$ cat config.mk
export PLATFORM = sky130hd
export DESIGN_NAME = barrel_unshifter
export DESIGN_NICKNAME = d
export VERILOG_FILES = /design/src/rtl/barrel_unshifter_pkg.sv /design/src/rtl/barrel_unshifter_rotl_stage.sv /design/src/rtl/barrel_unshifter.sv
export SDC_FILE = /design/constraint.sdc
export NUM_CORES = 1
export LEC_CHECK = 0
export CAP_MARGIN = 20
export CELL_PAD_IN_SITES_DETAIL_PLACEMENT = 0
export CELL_PAD_IN_SITES_GLOBAL_PLACEMENT = 1
export CORE_MARGIN = 5
export CORE_UTILIZATION = 40
export DETAILED_ROUTE_END_ITERATION = 16
export PLACE_DENSITY = 0.77
export SETUP_SLACK_MARGIN = 0.5
export SYNTH_ARGS = -nofsm -noshare
export SYNTH_HDL_FRONTEND = slang
export SYNTH_HIERARCHICAL = 1
export SYNTH_SLANG_ARGS = --single-unit
$ cat constraint.sdc
create_clock -name clk -period 2.55 [get_ports clk]
set_clock_uncertainty 0.05 [all_clocks]
set_input_delay 0.51 -clock clk [delete_from_list [all_inputs] [get_ports clk]]
set_output_delay 0.51 -clock clk [all_outputs]
set_load 0.01 [all_outputs]
$ cat src/rtl/barrel_unshifter_pkg.sv
// Shared definitions for the barrel un-shifter: default width, the amount
// width derivation and the per-stage record layout.
package barrel_unshifter_pkg;

  localparam int WIDTH_DEF = 8;

  // Rotate-amount width for a given data width (never below one bit).
  function automatic int amt_w_of(input int width);
    return (width < 2) ? 1 : $clog2(width);
  endfunction

  localparam int AMT_W_DEF = amt_w_of(WIDTH_DEF);

  // One pipeline stage's contents at the default width.
  typedef struct packed {
    logic [WIDTH_DEF-1:0] word;
    logic [AMT_W_DEF-1:0] amt;
    logic                 valid;
  } stage_t;

endpackage

$ cat src/rtl/barrel_unshifter_rotl_stage.sv
// One registered conditional left-rotate stage: rotates by 2^K when bit K of
// the carried amount is set, otherwise passes the word through. The stage
// accepts a new entry whenever it is empty or its successor is taking the
// current one, and holds otherwise.
module rotl_stage
  import barrel_unshifter_pkg::*;
#(
  parameter int WIDTH = WIDTH_DEF,
  parameter int AMT_W = amt_w_of(WIDTH),
  parameter int K     = 0
) (
  input  logic             clk,
  input  logic             rst_n,
  input  logic [WIDTH-1:0] prev_word,
  input  logic [AMT_W-1:0] prev_amt,
  input  logic             prev_valid,
  input  logic             next_load,
  output logic             load,
  output logic [WIDTH-1:0] word,
  output logic [AMT_W-1:0] amt,
  output logic             valid
);

  localparam int STEP = 1 << K;

  // Left rotate by STEP: take a WIDTH-wide window out of the doubled word.
  function automatic logic [WIDTH-1:0] rotl_step(input logic [WIDTH-1:0] w);
    logic [2*WIDTH-1:0] dbl;
    dbl = {w, w};
    return dbl[2*WIDTH-1-STEP -: WIDTH];
  endfunction

  assign load = ~valid | next_load;

  // Stage register: clear on reset, capture on load, hold under backpressure.
  always_ff @(posedge clk) begin
    if (!rst_n) begin
      word  <= '0;
      amt   <= '0;
      valid <= 1'b0;
    end else if (load) begin
      word  <= prev_amt[K] ? rotl_step(prev_word) : prev_word;
      amt   <= prev_amt;
      valid <= prev_valid;
    end
  end

endmodule

$ cat src/rtl/barrel_unshifter.sv
// Pipelined left rotator that undoes the team right-rotator: out_data is
// in_data rotated left by in_amt, AMT_W cycles later, with valid/ready flow
// control and full backpressure through every stage.
module barrel_unshifter
  import barrel_unshifter_pkg::*;
#(
  parameter int WIDTH = WIDTH_DEF,
  parameter int AMT_W = amt_w_of(WIDTH)
) (
  input  logic             clk,
  input  logic             rst_n,
  input  logic             in_valid,
  output logic             in_ready,
  input  logic [WIDTH-1:0] in_data,
  input  logic [AMT_W-1:0] in_amt,
  output logic             out_valid,
  input  logic             out_ready,
  output logic [WIDTH-1:0] out_data,
  output logic [AMT_W-1:0] out_amt
);

  if ((WIDTH < 2) || ((WIDTH & (WIDTH - 1)) != 0)) begin : g_bad_width
    $error("barrel_unshifter: WIDTH must be a power of two, at least 2");
  end

  // Index 0 is the upstream input; index k+1 is the register of stage k.
  logic [WIDTH-1:0] word_p [AMT_W+1];
  logic [AMT_W-1:0] amt_p  [AMT_W+1];
  logic             vld_p  [AMT_W+1];
  // load_p[k] is stage k's load; load_p[AMT_W] is the downstream acceptance.
  logic             load_p [AMT_W+1];

  assign word_p[0]     = in_data;
  assign amt_p[0]      = in_amt;
  assign vld_p[0]      = in_valid;
  assign load_p[AMT_W] = out_ready;

  for (genvar k = 0; k < AMT_W; k++) begin : g_stage
    rotl_stage #(
      .WIDTH (WIDTH),
      .AMT_W (AMT_W),
      .K     (k)
    ) u_stage (
      .clk        (clk),
      .rst_n      (rst_n),
      .prev_word  (word_p[k]),
      .prev_amt   (amt_p[k]),
      .prev_valid (vld_p[k]),
      .next_load  (load_p[k+1]),
      .load       (load_p[k]),
      .word       (word_p[k+1]),
      .amt        (amt_p[k+1]),
      .valid      (vld_p[k+1])
    );
  end

  // Held high during reset so upstream never sees a stall while the
  // pipeline is being cleared; anything offered then is discarded.
  assign in_ready  = load_p[0] | ~rst_n;

  assign out_data  = word_p[AMT_W];
  assign out_amt   = amt_p[AMT_W];
  assign out_valid = vld_p[AMT_W];

endmodule

**Word-level counts from Yosys, hierarchy flattened**

Index checks and enable logic that the tools add are counted.

- Logic and storage cells: 20
- Register bits after elaboration: 36
- Bits of input ports: 15

- Bitwise logic cells: 8
- Muxes and demuxes: 3

Operators by type and width:

| kind | count |
|---|---|
| 8-bit two-way mux | 3 |
| 1-bit NOT | 4 |
| 1-bit OR | 4 |

**Logic depth before layout (Yosys ltp)**

- Depth in word-level cells: 5
- Mapped depth: 10
- Mapped depth without buffers: 5

**Cells and area by module**

The synthesis kept the hierarchy.

By module, submodules not included:

| module | area each (sq um) | instances | cells an instance |
|---|---|---|---|
| rotl_stage | 515.5 | 3 | 49 |
| barrel_unshifter | 6.3 | 1 | 1 |

**Least setup slack after synthesis**

Ideal clock, no wire load.

- Path kind: input port to output port
- Start point: input out_ready
- End point: output in_ready
- Data required time: 1.990 ns
- Path slack: 0.107 ns
- Buffers on the path: 6
- Stages: 10
- Arrival: 1.883 ns
- Cells stage by stage: nand2b_4 -> buf_6 -> buf_8 -> nand2b_4 -> buf_6 -> buf_8 -> nand2b_4 -> buf_6 -> buf_8 -> nand2b_1

RTL lines:

| what | line | source |
|---|---|---|
| start: declaration | barrel_unshifter.sv:17 | `input logic out_ready,` |
| end: declaration | barrel_unshifter.sv:13 | `output logic in_ready,` |

==> reports/qor.yml <==
power:
  p_int_mw: 0.880
  p_leak_nw: 0.790
  total_power_mw: 1.14
  sw_frac_of_total: 0.229
  p_per_area_nw_per_um2: 600
  seq_power_share: 0.542
  p_switching_mw: 0.261
  power_frac_comb: 0.103
  ir_worst_vdd_v: 0.000269
  clkPwrFrac: 0.354
sta:
  finalCritPeriodShare: 0.764
  finalSetupViolCount: 0
  grt_setup_unrepaired: "false"
  final_hold_viol_count: 0
  max_slew_margin: 0.677
  setup-tns-final_ns: 0
  min_period_ns: 1.95
  fmax_ghz: 0.513
  drv_slew: 0
  worst_slew_pin_slew_ns: 0.484
yosys:
  syn_avg_cell_area_sq_um: 10.5
  synth.distinct_cells: 13
  syn_nets: 163
  synth_area_sq_um: 1550
  yosys_register_bits: 36
  yosysWarnings: 6
  yosys.area.top_type: "dfxtp_1"
  ys_top_cells_by_area: "dfxtp_1 (46%), mux2i_1 (21%), a21oi_1 (7.7%), o21ai_0 (7.7%), nor2b_1 (3.6%)"
  syn_inst: 148
  yosysSeqAreaShare: 0.464
  synth_top_cell_area_share: 0.464
critical_path:
  worstPathMaxFanout: 2
  critical_path.endpoint_type: "primary output"
  arrival_ns: 1.39
  r2r_cells: 6
  r2r_setup_slack_ns: 1.22
  critical_path.max_stage_delay_ns: 0.23
  slowest_stage: "dlygate4sd2_1"
  crit_chain: "dlygate4sd2_1 > nand2b_4 > nand2b_4 > nand2b_4 > nand2b_4 > buf_6"
  start_kind: "input port"
  cpMostUsedCell: "nand2b_4"
  worstPathRequired_ns: 1.99
  r2r_end: "g_stage[0].u_stage/word[3]"
  worstSetupPathType: "in2out"
  reg2reg_from: "g_stage[2].u_stage/valid"
cells_and_area:
  fin_nets: 189
  mostFrequentLayoutCells: "dfxtp_1 (36), mux2i_1 (33), clkdlybuf4s50_1 (25), o21ai_0 (24), a21oi_1 (24)"
  final_common_cell: "dfxtp_1"
  fin_area_sq_um: 1900
  drive_gt1_frac: 0.114
  antenna_cells: 0
  area.growth.synth_to_final_pct: 22.4
detailed_routing:
  vias: 1089
  first_pass_iters: 4
  drt_wl_total_um: 2700
  viasPerCell: 4.88
  ant_nets: 0
  drtIter0Drc: 49
  drc: 0
  wl_per_cell_um: 12.1
hold_path:
  hold_path.class: "reg2reg"
  hold_depth: 2
  min_to: "g_stage[1].u_stage/valid"
  min-delay-start: "g_stage[0].u_stage/valid"
floorplanning:
  rows: 22
  io_pins: 28
  start_util: 0.418
  die_area_sq_um: 5230
  core_area_sq_um: 3720
  die_y_um: 72.3
  die_w_um: 72.3
global_route:
  gr-total-overflow: 0
  first_global_vias: 1041
  antenna_found_initial: 0
  grt_pass1_wl_um: 4750
  grt_max_degree: 37
  grtUsageTotal: 0.118
clock_tree:
  htreeDepth: 2
  cts_setup_buffers: 0
  insertion_delay_ns: 0.28
  cts-root-buf: "clkbuf_8"
  cts.path.max_buffers: 2
  cts_sinks: 36
  numCtsBuffers: 5
  clkTransAtPathRegs_ns: 0.07
  cts_tree: "built"
  cts_hold_buf: 0
place:
  dpl_cell_area_sq_um: 1810
  numPortBuffers: 27
  hpwlAfterDp_um: 1910
  place.gp.congestion: 0.745
flow_run:
  maxCapViolations: 0
status:
  status: "finished clean"
==> metal layers <==
metal	wire length, um	vias to the layer above	GRT usage
met3	183	6	0.0512
met5	0	-	0
met2	1140	32	0.180
met4	49	0	0.0501
met1	1320	476	0.145
li1	-	575	-
==> worst max-delay path by stage <==
stage	slack (ns)	endpoint	cells past startpoint	startpoint
global route	0.56	in_ready	6	out_ready
floorplan	0.14	in_ready	10	out_ready
CTS	0.59	in_ready	6	out_ready
global placement	0.03	in_ready	6	out_ready
detailed placement	0.03	in_ready	6	out_ready
finish	0.60	in_ready	6	out_ready
==> timing repair <==
action / 4_1_cts / 5_1_grt
endpoints found under the setup margin: 1 / 0
resized for setup: 6 / 0
endpoints found under the hold margin: 0 / 0
==> layout make-up <==
| type | instances | area (sq um) |
|---|---|---|
| Sequential cell | 36 | 721 |
| Inverter | 3 | 11.3 |
| Clock inverter | 2 | 10.0 |
| Clock buffer | 6 | 82.6 |
| Fill cell | 355 | 1820 |
| Timing Repair Buffer | 31 | 300 |
| Multi-Input combinational cell | 97 | 716 |
| Tap cell | 48 | 60.1 |
==> Yosys cell counts (all sizes together) <==
cell type  count
nor2b          9
inv            3
o21ai         24
a21oi         24
buf            9
nand2b         4
mux2i         33
clkbuf         3
dfxtp         36
a21boi         3
==> worst max-delay path: cells and delay by family <==
kind	cells	cell delay (ns)
simple gates	4	0.54
buf+inv	2	0.34
==> state kept, by name, summed over array words and instances (netlist names) <==
name	count
g_stage.u_stage/amt	9
g_stage.u_stage/valid	3
g_stage.u_stage/word	24
==> through the flow <==
| stage | util | std cells | setup WS (ns) | hold WS, ns |
|---|---|---|---|---|
| 2_1_floorplan | - | 148 | 0.139 | 0.418 |
| 3_3_place_gp | 0.487 | 215 | 0.0342 | 0.426 |
| 3_5_place_dp | 0.487 | 215 | 0.0308 | 0.433 |
| 4_1_cts | 0.511 | 223 | 0.592 | 0.438 |
| 5_1_grt | 0.511 | 223 | 0.556 | 0.446 |
| 6_report | 0.511 | 223 | 0.601 | 0.429 |
==> power by group through the flow <==
stage               logic, mW  registers, mW  clock network (mW)
CTS                     0.119          0.619               0.421
global placement        0.117          0.630                   0
floorplan              0.0720          0.625                   0
finish                  0.118          0.619               0.404
detailed placement      0.119          0.632                   0
global route            0.133          0.623               0.441
==> cells by family after synthesis <==
group | count (synthesis) | synth area share
buf+inv | 15 | 0.0798
compound gates | 51 | 0.176
simple gates | 13 | 0.0669
flops | 36 | 0.464
mux | 33 | 0.213
Note: power is estimated with default switching activity, not from simulation.
